$ cat config.mk
export PLATFORM = sky130hd
export DESIGN_NAME = register_write_arbiter
export DESIGN_NICKNAME = d
export VERILOG_FILES = /design/src/rtl/register_write_arbiter_pkg.sv /design/src/rtl/register_write_arbiter_saturating_counter.sv /design/src/rtl/register_write_arbiter.sv
export SDC_FILE = /design/constraint.sdc
export NUM_CORES = 1
export LEC_CHECK = 0
export CORE_ASPECT_RATIO = 1.4
export CORE_UTILIZATION = 43
export CTS_CLUSTER_SIZE = 28
export DETAILED_ROUTE_END_ITERATION = 10
export PLACE_DENSITY = 0.86
export SLEW_MARGIN = 15
export SYNTH_ARGS = -nofsm -noshare
export SYNTH_HDL_FRONTEND = slang
export SYNTH_SLANG_ARGS = --single-unit
$ cat constraint.sdc
create_clock -name clk -period 3.28 [get_ports clk]
set_clock_uncertainty 0.15 [all_clocks]
set_input_delay 0.492 -clock clk [delete_from_list [all_inputs] [get_ports clk]]
set_output_delay 0.492 -clock clk [all_outputs]
set_load 0.02 [all_outputs]
$ cat src/rtl/register_write_arbiter_pkg.sv
// Shared constants for the register write arbiter.
// Widths, zero-register address and requester indices.
package register_write_arbiter_pkg;

    localparam int unsigned DEFAULT_DATA_WIDTH = 32;
    localparam int unsigned DEFAULT_ADDR_WIDTH = 5;

    localparam int unsigned ZERO_REGISTER = 0;

    localparam logic REQ_EXEC = 1'b0;
    localparam logic REQ_MEM  = 1'b1;

endpackage

$ cat src/rtl/register_write_arbiter_saturating_counter.sv
// Saturating up-counter with synchronous reset.
// Holds at all-ones instead of wrapping.
module saturating_counter #(
    parameter int unsigned WIDTH = 16
) (
    input  logic             clk,
    input  logic             reset,
    input  logic             enable,
    output logic [WIDTH-1:0] count
);

    logic [WIDTH-1:0] count_d;
    logic [WIDTH-1:0] count_q;

    // Next count: step by one unless already saturated.
    always_comb begin
        count_d = count_q;
        if (enable && (count_q != {WIDTH{1'b1}})) begin
            count_d = count_q + WIDTH'(1);
        end
    end

    // Count register.
    always_ff @(posedge clk) begin
        if (reset) begin
            count_q <= '0;
        end else begin
            count_q <= count_d;
        end
    end

    assign count = count_q;

endmodule

$ cat src/rtl/register_write_arbiter.sv
// Two-requester register bank write arbiter.
// Alternating priority on contention, one registered write port.
module register_write_arbiter
    import register_write_arbiter_pkg::*;
#(
    parameter int unsigned DATA_WIDTH = DEFAULT_DATA_WIDTH,
    parameter int unsigned ADDR_WIDTH = DEFAULT_ADDR_WIDTH
) (
    input  logic                  clk,
    input  logic                  reset,
    input  logic                  req0_valid,
    input  logic [ADDR_WIDTH-1:0] req0_address,
    input  logic [DATA_WIDTH-1:0] req0_data,
    output logic                  req0_ready,
    input  logic                  req1_valid,
    input  logic [ADDR_WIDTH-1:0] req1_address,
    input  logic [DATA_WIDTH-1:0] req1_data,
    output logic                  req1_ready,
    output logic                  write,
    output logic [ADDR_WIDTH-1:0] write_address,
    output logic [DATA_WIDTH-1:0] write_data,
    output logic [15:0]           conflict_count
);

    logic                  grant0;
    logic                  grant1;
    logic                  conflict;
    logic                  xfer;
    logic [ADDR_WIDTH-1:0] sel_address;
    logic [DATA_WIDTH-1:0] sel_data;

    logic                  prio_d;
    logic                  prio_q;
    logic                  write_d;
    logic                  write_q;
    logic [ADDR_WIDTH-1:0] write_address_d;
    logic [ADDR_WIDTH-1:0] write_address_q;
    logic [DATA_WIDTH-1:0] write_data_d;
    logic [DATA_WIDTH-1:0] write_data_q;

    assign conflict = req0_valid && req1_valid;

    // Grant decode: lone requester wins, contention follows the pointer.
    always_comb begin
        grant0 = 1'b0;
        grant1 = 1'b0;
        if (!reset) begin
            unique case (1'b1)
                (req0_valid && req1_valid): begin
                    grant0 = (prio_q == REQ_EXEC);
                    grant1 = (prio_q == REQ_MEM);
                end
                (req0_valid && !req1_valid): grant0 = 1'b1;
                (!req0_valid && req1_valid): grant1 = 1'b1;
                default: ;
            endcase
        end
    end

    assign req0_ready  = grant0;
    assign req1_ready  = grant1;
    assign xfer        = grant0 || grant1;
    assign sel_address = grant1 ? req1_address : req0_address;
    assign sel_data    = grant1 ? req1_data : req0_data;

    // Next pointer and write port; writes to the zero register are dropped.
    always_comb begin
        prio_d          = prio_q;
        write_d         = 1'b0;
        write_address_d = write_address_q;
        write_data_d    = write_data_q;
        if (conflict && xfer) begin
            prio_d = ~prio_q;
        end
        if (xfer && (sel_address != ADDR_WIDTH'(ZERO_REGISTER))) begin
            write_d         = 1'b1;
            write_address_d = sel_address;
            write_data_d    = sel_data;
        end
    end

    // Priority pointer and output register stage.
    always_ff @(posedge clk) begin
        if (reset) begin
            prio_q          <= REQ_EXEC;
            write_q         <= 1'b0;
            write_address_q <= '0;
            write_data_q    <= '0;
        end else begin
            prio_q          <= prio_d;
            write_q         <= write_d;
            write_address_q <= write_address_d;
            write_data_q    <= write_data_d;
        end
    end

    assign write         = write_q;
    assign write_address = write_address_q;
    assign write_data    = write_data_q;

    saturating_counter #(
        .WIDTH (16)
    ) u_conflict_counter (
        .clk    (clk),
        .reset  (reset),
        .enable (conflict),
        .count  (conflict_count)
    );

endmodule

### Word level (Yosys, flattened, before mapping)

Cells that the tools add are included.

* input bits: 78
* memory bits (writable): 0
* bits in registers: 55
* latch bits: 0
* word-level logic and storage cells: 25
* ROM bits: 0
* memories: 0

* reduce and logical (&&, ||, !) cells: 10
* bitwise gates (word level): 1
* equality and inequality tests: 1
* shifts and indexed selects: 0
* mux-type cells: 7
* multiply operators: 0
* $lt $le $gt $ge: 0
* add/subtract/negate cells: 1
* div/mod/pow operators: 0

Operators by type and width (count)
* $mux W32: 1
* $add A16 B1 Y16 const B: 1
* $ne A16 B16 Y1 const B: 1
* $logic_and A1 B1 Y1: 6
* $mux W5: 1
* $reduce_bool A5 Y1: 1
* $pmux W1 S2: 2
* $mux W1: 3
* $logic_not A1 Y1: 2
* $logic_or A1 B1 Y1: 1
* $not A1 Y1: 1

### Logic depth before layout (Yosys ltp)

Gate-level depths: netlist of the first run.

* depth after elaboration: 8
* gate-level depth with buffers: 7
* mapped depth without buffers: 5

### Cells and area by module

Synthesis of the first run repeated with hierarchy kept, for this count alone.

* cell total of the unflattened synthesis: 291
* area, all modules: 2802.7 µm²

Modules (own cells, without submodules)
* register_write_arbiter: sequential area each 780.7 µm², instances 1, cells each 192, area an instance 1954.4 µm²
* saturating_counter: sequential area each 320.3 µm², instances 1, cells each 99, area an instance 848.3 µm²

### Worst setup path after synthesis of the first run

Ideal clock, no wire load.

* path type: register to register
* start point: reg u_conflict_counter.count_q[0], in the netlist u_conflict_counter.count[0]
* end point: reg u_conflict_counter.count_q[10], in the netlist u_conflict_counter.count[10]
* clock period less this slack: 2086 ps
* path buffers: 1
* setup slack: 1194 ps
* data required time: 3060 ps
* stages on the path, launching flop included: 7
* data arrival time: 1866 ps
* cells stage by stage: dfxtp_1 -> ha_1 -> nand4_2 -> or3_1 -> buf_2 -> or4_1 -> a21oi_1

* longest elaborated chain between the ends: 2
* elaborated cells between the ends (all ways): 3
* those cells by class: 1 x add/sub; 1 x eq/ne; 1 x reduce/logical

RTL lines
* start: declaration: RTL line register_write_arbiter_saturating_counter.sv:13 `logic [WIDTH-1:0] count_q;`
* start signal: assignment: RTL line register_write_arbiter_saturating_counter.sv:28 `count_q <= count_d;`
* parallel branches: the longest is 2 deep, another holds $add A16 B1 Y16

Several ways; the timed one is not identified.
A chain may end at the register's enable or synchronous reset.

### Worst setup path after layout of the first run

* start point: in req1_valid
* end point: out req1_ready

* longest elaborated chain between the ends: 3
* elaborated cells between the ends (all ways): 4
* those cells by class: 2 x mux; 2 x reduce/logical

RTL lines
* start: declaration: RTL line register_write_arbiter.sv:15 `input logic req1_valid,`
* $logic_and A1 B1 Y1 (on tied branches): RTL line register_write_arbiter.sv:54, register_write_arbiter.sv:49
* $pmux W1 S2 (*): RTL line register_write_arbiter.sv:48 `unique case (1'b1)`
* $mux W1 (*): RTL line register_write_arbiter.sv:47 `if (!reset) begin`
* end: declaration: RTL line register_write_arbiter.sv:18 `output logic req1_ready,`

Mark *: on every way between the ends. The rest lies on a longest branch, timed or not.

==> results_dict.tcl, run 1 <==
set metrics [dict create \
    firstDrtPassIters 4 \
    power_leakage_nw 1.84 \
    cts_setup_buffers 0 \
    startpoint_type "primary input" \
    num_rows 33 \
    fin_crit_ps 2840 \
    grt_antenna_before_repair 0 \
    cts_root_buf "clkbuf_8" \
    crit_arrival_ps 2190 \
    finalWeightedCongestion 0.780 \
    dpl.cell_count 465 \
    maxSlewViolCount 0 \
    yosys_most_used_dff "dfxtp_1" \
    num_vias 2561 \
    htree_levels 2 \
    max_slew_margin_pct 37.3 \
    syn2layout_area_growth_pct 54.8 \
    die_area_mm2 0.00652 \
    drive_above_1_share_pct 5.21 \
    utilization_pct 69.8 \
    setup_viol 0 \
    synth_area_per_cell_um2 9.75 \
    hold_viol_final 0 \
    finalWirelength_um 7160 \
    synth-seq-area-share_pct 41.4 \
    grt_pass1_wl_um 11400 \
    hold_class "reg -> reg" \
    synthTopCellsByArea "dfxtp_1, mux2i_1, nand2_1" \
    path_common_cell "clkdlybuf4s50_1" \
    timing.hold.ws_ps 317 \
    critPathMaxFanout 5 \
    nets 481 \
    coreArea_mm2 0.00590 \
    p_sw_uw 433 \
    ctsLongestPathBuffers 2 \
    ios 134 \
    layout_worst_path_cycle_share_pct 86.4 \
    fin_cells 473 \
    switching_share_pct 28.2 \
    grt_max_degree 36 \
    ys_seq_elements 55 \
    synthTopCellsByCount "mux2i_1, dfxtp_1, nand2_1" \
    ys_types 41 \
    p_comb_share_pct 26.8 \
    cpLargestDelayFamily "buffers and inverters" \
    synth_edf_count 0 \
    num-fill-cells 450 \
    finalSetupTns_ps 0 \
    power_mw 1.53 \
    seq_power_share_pct 48.7 \
    yosysMostFrequentCell "mux2i_1" \
    grt_overflow_total 0 \
    critical_path_class "in -> out" \
    post_drt_wl_per_cell_um 15.1 \
    yosysTopAreaCell "dfxtp_1" \
    cts_sinks 55 \
    clockPowerShare_pct 24.4 \
    cts_resized 0 \
    fp.dieH_um 95.1 \
    max_cap_viol_count 0 \
    setup_ws_ps 445 \
    diodes 0 \
    multi_input_area_mm2 0.00144 \
    synth_cells 273 \
    hpwl_um 5540 \
    first_global_vias 2539 \
    synthArstFlopShare_pct 0 \
    path_cells "clkdlybuf4s50_1 -> nor2b_1 -> nand2_2 -> inv_1 -> clkdlybuf4s50_1" \
    cp_num_buf_inv 3 \
    cts_tree "built" \
    powerDensity_mw_per_mm2 372 \
    synth.net_count 352 \
    drcViolationCount 0 \
    grtUsageMet2_pct 41.8 \
    grt-busiest-layer "met2" \
    cts_made_buffers 5 \
    grt_use_met1_pct 25.1 \
    slowest_stage "clkdlybuf4s50_1" \
    ff_latch_area_mm2 0.00110 \
    die_x_um 68.5 \
    grt_setup_unrepaired "false" \
    synth_warnings 0 \
    netlist_area_mm2 0.00266 \
    slowest_delay_ps 590 \
    end_kind "primary output" \
    grtUsageMet3_pct 6.70 \
    design_area_mm2 0.00412 \
    peakVddDrop_mv 0.228 \
    ant_nets 0 \
    insertion_delay_ps 310 \
    place_ws_ps 431 \
    p_int_mw 1.10 \
    cts.clk_slew.worst_paths_ps 100 \
    vias_per_cell 5.41 \
    drt_iter0_drc 73 \
    initial_utilization_pct 45.1 \
    hold_buffers 0 \
    fmax_ghz 0.353 \
    numPortBuffers 133 \
    critPathRequiredTime_ps 2640 \
    status "finished clean" \
    worst_pin_slew_ps 933 \
    grt_usage_pct 23.1 \
    netlist.area_leader.share_pct 41.4 \
    placed_area_mm2 0.00404 \
]
[cell families after synthesis]
group	synth area share, %
buf+inv	4.75
xor+xnor	0.329
compound gates	8.65
mux	27.1
fa+ha+maj	0.470
simple gates	17.4
flops	41.4
[state kept, by name (all words and copies together) (netlist names)]
signal / flops
write: 1
prio_q: 1
write_address: 5
u_conflict_counter.count: 16
write_data: 32
[metal layers]
layer	vias to the layer above	wire length, um
li1	1249	-
met1	1200	2810
met2	102	3700
met3	10	537
met4	0	111
met5	-	0
[cells in the final DEF, fill, tap and decap left out, drive strengths merged]
| cell | Yosys | routed |
|---|---|---|
| nand2 | 45 | 45 |
| a21oi | 10 | 10 |
| o211ai | 2 | 2 |
| nand2b | 1 | 1 |
| ha | 1 | 1 |
| nor2b | 1 | 1 |
| nor3 | 2 | 2 |
| buf | 9 | 5 |
| clkbuf | 6 | 5 |
| nor4bb | 1 | 1 |
| mux2i | 72 | 72 |
| or3 | 4 | 4 |
| o41ai | 3 | 3 |
| xnor2 | 1 | 1 |
| inv | 6 | 7 |
| nor2 | 4 | 4 |
| and3 | 4 | 4 |
| and2 | 2 | 2 |
| o31a | 1 | 1 |
| and4 | 1 | 1 |
| o32ai | 2 | 2 |
| dfxtp | 55 | 55 |
| a31oi | 1 | 1 |
| nor4 | 3 | 3 |
| o21ai | 4 | 4 |
| clkinv | 1 | 3 |
| o21a | 1 | 1 |
| and4b | 1 | 1 |
| clkdlybuf4s50 | 0 | 133 |
| nand3 | 4 | 4 |
| a211o | 1 | 1 |
| or4 | 9 | 9 |
| nand4 | 5 | 5 |
| o31ai | 7 | 7 |
| o311ai | 2 | 2 |
[worst paths after layout]
check / cells after the start / slack [ps] / start / endpoint
worst max-delay path: 5 / 440 / req1_valid / req1_ready
worst min-delay path: 2 / 320 / write_data[14] / write_data[14]
worst max register to register: 5 / 1140 / u_conflict_counter.count[0] / u_conflict_counter.count[12]
worst min register to register: 2 / 320 / write_data[14] / write_data[14]
[power by group through the flow]
stage	logic [mW]	clock network, mW	registers [mW]
5_1_grt	0.437	0.405	0.754
2_1_floorplan	0.124	0	0.823
3_3_place_gp	0.404	0	0.761
4_1_cts	0.414	0.381	0.748
3_5_place_dp	0.413	0	0.762
6_report	0.411	0.375	0.747
[layout make-up]
cell class	count	area share [%]
tap	70	2.12
multi-input combinational	195	34.9
inverter	7	0.637
timing repair buffer	138	33.5
sequential	55	26.7
clock buffer	5	1.67
clock inverter	3	0.455
[worst register-to-register path, stage by stage, from the launching register on]
cell,delay (ps)
dfxtp_1,420
ha_1,210
nand4_2,170
or3_1,520
or4_1,450
a21oi_1,160
No activity file was read; power rests on OpenSTA's default activity.
==> inputs of run 2 (changes only) <==
SKIP_LAST_GASP = 1   (was not set)
clock period = 3.6 ns   (was 3.28 ns; I/O delays follow)
==> run 2 against run 1 <==
Via count down 1.1%. Register-to-register slack better by 260 ps. Non-clock buffer count down 1. Highest routed layer unchanged.
==> results_dict.tcl, run 2 (synthesized netlist as in run 1, its figures left out) <==
set metrics [dict create \
    grt_antenna_before_repair 0 \
    worstHoldPathCells 2 \
    first_global_vias 2392 \
    clockPowerShare_pct 23.9 \
    critPathRequiredTime_ps 3660 \
    final_common_cell "clkdlybuf4s50_1" \
    nets 480 \
    highest_layer "met4" \
    drt-met1-wl_um 2790 \
    cts_root_buf "clkbuf_8" \
    seq_power_share_pct 49.3 \
    critical_path_class "in -> reg" \
    hold_viol_final 0 \
    grt_setup_unrepaired "false" \
    fmax_ghz 0.349 \
    firstDrtPassIters 4 \
    maxSlewViolCount 0 \
    finalWeightedCongestion 0.765 \
    hold_class "reg -> reg" \
    die_x_um 68.5 \
    cpLargestDelayFamily "compound AO/OA/AOI/OAI gates" \
    peakVddDrop_mv 0.289 \
    critPathMaxFanout 36 \
    reg2reg_to "write_address[4]" \
    layout_worst_path_cycle_share_pct 79.5 \
    p_sw_uw 382 \
    p_comb_share_pct 26.8 \
    fin_crit_ps 2860 \
    hold_end "write_data[17]" \
    ctsLongestPathBuffers 2 \
    max_slew_margin_pct 35.0 \
    hpwl_um 5460 \
    cts.clk_slew.worst_paths_ps 90 \
    status "finished clean" \
    powerDensity_mw_per_mm2 337 \
    ant_nets 0 \
    worst_pin_slew_ps 975 \
    initial_utilization_pct 45.1 \
    power_leakage_nw 1.83 \
    max_cap_viol_count 0 \
    reg2reg_depth 5 \
    slowest_delay_ps 800 \
    grt_pass1_wl_um 11100 \
    startpoint_type "primary input" \
    vias_per_cell 5.37 \
    path_cells "clkdlybuf4s50_1 -> or4_1 -> nor2_1 -> a211o_2 -> inv_1 -> o32ai_1" \
    wl_met2_um 3640 \
    cts_sinks 55 \
    p_int_mw 1.00 \
    finalSetupTns_ps 0 \
    drive_above_1_share_pct 4.48 \
    cp_num_buf_inv 2 \
    htree_levels 2 \
    setup_viol 0 \
    met3_length_um 543 \
    largest_reg_flops 32 \
    grt_usage_pct 23.0 \
    grt_max_degree 37 \
    placed_area_mm2 0.00402 \
    num_vias 2534 \
    finalWirelength_um 7110 \
    drt_iter0_drc 110 \
    ff2ff_setup_slack_ps 1400 \
    die_area_mm2 0.00652 \
    num-fill-cells 464 \
    crit_arrival_ps 2930 \
    end_kind "register" \
    hold_buffers 0 \
    switching_share_pct 27.6 \
    insertion_delay_ps 300 \
    cts_resized 0 \
    final_cell_mix "clkdlybuf4s50_1, mux2i_1, dfxtp_1" \
    diodes 0 \
    cts_setup_buffers 0 \
    coreArea_mm2 0.00590 \
    r2r-start "prio_q" \
    fp.dieH_um 95.1 \
    ios 134 \
    post_drt_wl_per_cell_um 15.1 \
    timing.hold.ws_ps 314 \
    grt_overflow_total 0 \
    cts_tree "built" \
    worstHoldStart "write_data[17]" \
    drcViolationCount 0 \
    slowest_stage "a211o_2" \
    numPortBuffers 133 \
    num_rows 33 \
    design_area_mm2 0.00410 \
    syn2layout_area_growth_pct 53.9 \
    cts_made_buffers 5 \
]
run 2: changes by cell type in the layout (fill, tap and decap cells not counted), sizes merged:
cell,before,now
clkinv,3,2
clkbuf,5,7
buf,5,4
inv,7,6
run 2: worst max path at each step:
stage,startpoint,to,slack (ps),cells after the start
2_1_floorplan,req1_valid,req1_ready,1500,5
3_3_place_gp,req0_address[3],write_address[4],530,6
3_5_place_dp,req0_address[3],write_address[4],450,6
4_1_cts,reset,req1_ready,760,6
5_1_grt,req0_address[3],write_address[0],620,6
6_report,req0_address[3],write_address[4],740,6
run 2: per-stage QoR:
stage / util (%) / power, mW / instances / worst slack [ps]
floorplan: - / 0.863 / 273 / 1500
global placement: 68.0 / 1.06 / 464 / 533
detailed placement: 68.0 / 1.07 / 464 / 447
CTS: 69.4 / 1.39 / 472 / 758
global route: 69.4 / 1.44 / 472 / 617
finish: 69.4 / 1.38 / 472 / 738
run 2: per-layer routing:
layer / vias up / track usage, %
met5: - / 0
met4: 0 / 7.64
met3: 12 / 7.18
met2: 101 / 40.7
met1: 1166 / 25.1
li1: 1255 / -
run 2: layout make-up:
class | count | area, um^2 | area share [%]
inverter | 7 | 26.3 | 0.641
multi-input combinational | 195 | 1440 | 35.1
clock buffer | 7 | 76.3 | 1.86
sequential | 55 | 1100 | 26.9
clock inverter | 1 | 5.00 | 0.122
tap | 70 | 87.6 | 2.14
timing repair buffer | 137 | 1360 | 33.2
run 2: power by group through the flow:
stage	Sequential [mW]	Clock, mW	Combinational [mW]
6_report	0.681	0.330	0.371
2_1_floorplan	0.750	0	0.113
5_1_grt	0.688	0.359	0.396
3_5_place_dp	0.695	0	0.373
3_3_place_gp	0.694	0	0.366
4_1_cts	0.682	0.339	0.374
run 2: worst reg2reg max path: stages (launching register included):
cell and delay (ps):
dfxtp_1 400, nand2b_1 160, and4b_1 200, a211o_2 750, inv_1 200, o32ai_1 260
==> inputs of run 3 (changes only) <==
CORE_UTILIZATION = 36   (was 43)
PLACE_DENSITY = 0.77   (was 0.86)
clock period = 2.49 ns   (was 3.6 ns; I/O delays follow)
==> run 3 against run 2 <==
Flip-flop and latch count stayed put. Sequential share of layout area down 0.72 points. Worst setup slack lost 620 ps. Critical path depth decreased by 1. Power up 49%. Sequential power rose by 44%. Global-route usage is 4.3 points lower. Via count grew 0.71%. Register-to-register slack got worse by 1100 ps. Largest power group unchanged. Die area rose by 19%. Final cell count rose by 6.4%.
==> results_dict.tcl, run 3 (synthesized netlist as in run 1, its figures left out) <==
set metrics [dict create \
    reg2reg_depth 5 \
    coreArea_mm2 0.00707 \
    firstDrtPassIters 6 \
    slowest_delay_ps 610 \
    finalWirelength_um 6990 \
    diodes 0 \
    num_rows 36 \
    final_common_cell "clkdlybuf4s50_1" \
    finalWeightedCongestion 0.774 \
    cts_setup_buffers 0 \
    peakVddDrop_mv 0.238 \
    critPathMaxFanout 5 \
    cts_made_buffers 5 \
    htree_levels 2 \
    ios 134 \
    status "finished clean" \
    fin_crit_ps 2370 \
    end_kind "primary output" \
    cts_sinks 55 \
    worst_pin_slew_ps 442 \
    die_x_um 74.7 \
    first_global_vias 2556 \
    worstHoldPathCells 2 \
    max_slew_margin_pct 70.1 \
    cts_tree "built" \
    slowest_stage "clkdlybuf4s50_1" \
    die_area_mm2 0.00775 \
    drt_iter0_drc 109 \
    fp.dieH_um 104 \
    cts_root_buf "clkbuf_8" \
    setup_viol 0 \
    hold_class "reg -> reg" \
    grt_usage_pct 18.7 \
    hold_viol_final 0 \
    dpl.cell_count 494 \
    finalSetupTns_ps 0 \
    fmax_ghz 0.421 \
    critPathRequiredTime_ps 1970 \
    maxSlewViolCount 0 \
    drive_above_1_share_pct 5.90 \
    num_vias 2552 \
    crit_arrival_ps 1850 \
    post_drt_wl_per_cell_um 13.9 \
    final_cell_mix "clkdlybuf4s50_1, mux2i_1, dfxtp_1" \
    drcViolationCount 0 \
    layout_worst_path_cycle_share_pct 95.4 \
    ant_nets 0 \
    fin_cells 502 \
    grt_overflow_total 0 \
    grt_max_degree 41 \
    startpoint_type "primary input" \
    power_leakage_nw 1.87 \
    vias_per_cell 5.08 \
    largest_reg_flops 32 \
    critical_path_class "in -> out" \
    insertion_delay_ps 300 \
    syn2layout_area_growth_pct 58.1 \
    max_cap_viol_count 0 \
    cts_resized 0 \
    hold_buffers 0 \
    numPortBuffers 133 \
    grt_antenna_before_repair 0 \
    initial_utilization_pct 37.7 \
    ctsLongestPathBuffers 2 \
    path_cells "clkdlybuf4s50_1 -> nor2b_1 -> nand2_2 -> inv_1 -> clkdlybuf4s50_1" \
    path_common_cell "clkdlybuf4s50_1" \
    powerDensity_mw_per_mm2 489 \
    grt_setup_unrepaired "false" \
    nets 485 \
    timing.hold.ws_ps 312 \
    grt_pass1_wl_um 11500 \
    hpwl_um 5280 \
    cts.clk_slew.worst_paths_ps 90 \
]
==> run 3: worst paths after layout <==
check / from / end / slack [ps]
hold / removal: write_data[31] / write_data[31] / 310
hold reg to reg: write_data[31] / write_data[31] / 310
setup / recovery: req1_valid / req1_ready / 120
setup reg to reg: u_conflict_counter.count[0] / u_conflict_counter.count[12] / 340
==> run 3: layout make-up <==
type                       instances  area (um^2)
sequential                        55         1100
tap                               95          119
clock buffer                       8          100
inverter                           7         26.3
multi-input combinational        195         1440
fill                             657         2860
timing repair buffer             142         1420
==> run 3: metrics by stage <==
stage               cell area, um^2  util, %  setup WS (ps)  total power [mW]
floorplan                      2660        -            404              1.25
global placement               4110     58.1            113              1.54
detailed placement             4110     58.1            107              1.55
CTS                            4210     59.5            102              2.09
global route                   4210     59.5           21.2              2.16
finish                         4210     59.5            115              2.06
==> run 3: power breakdown <==
part | leakage (nW) | internal, mW | switching, mW
registers | 0.455 | 0.948 | 0.0343
logic | 1.37 | 0.306 | 0.232
clock network | 0.0515 | 0.255 | 0.282
total | 1.87 | 1.51 | 0.548
==> run 3: critical path, delay by kind of cell <==
kind                   cells  cell delay, ps
and+or+nand+nor            2             290
buffers and inverters      3            1190
==> run 3: routing by layer <==
metal,routed length [um],global-route usage [%]
met3,409,4.57
met4,101,5.93
met5,0,0
met2,3770,33.7
met1,2710,20.7
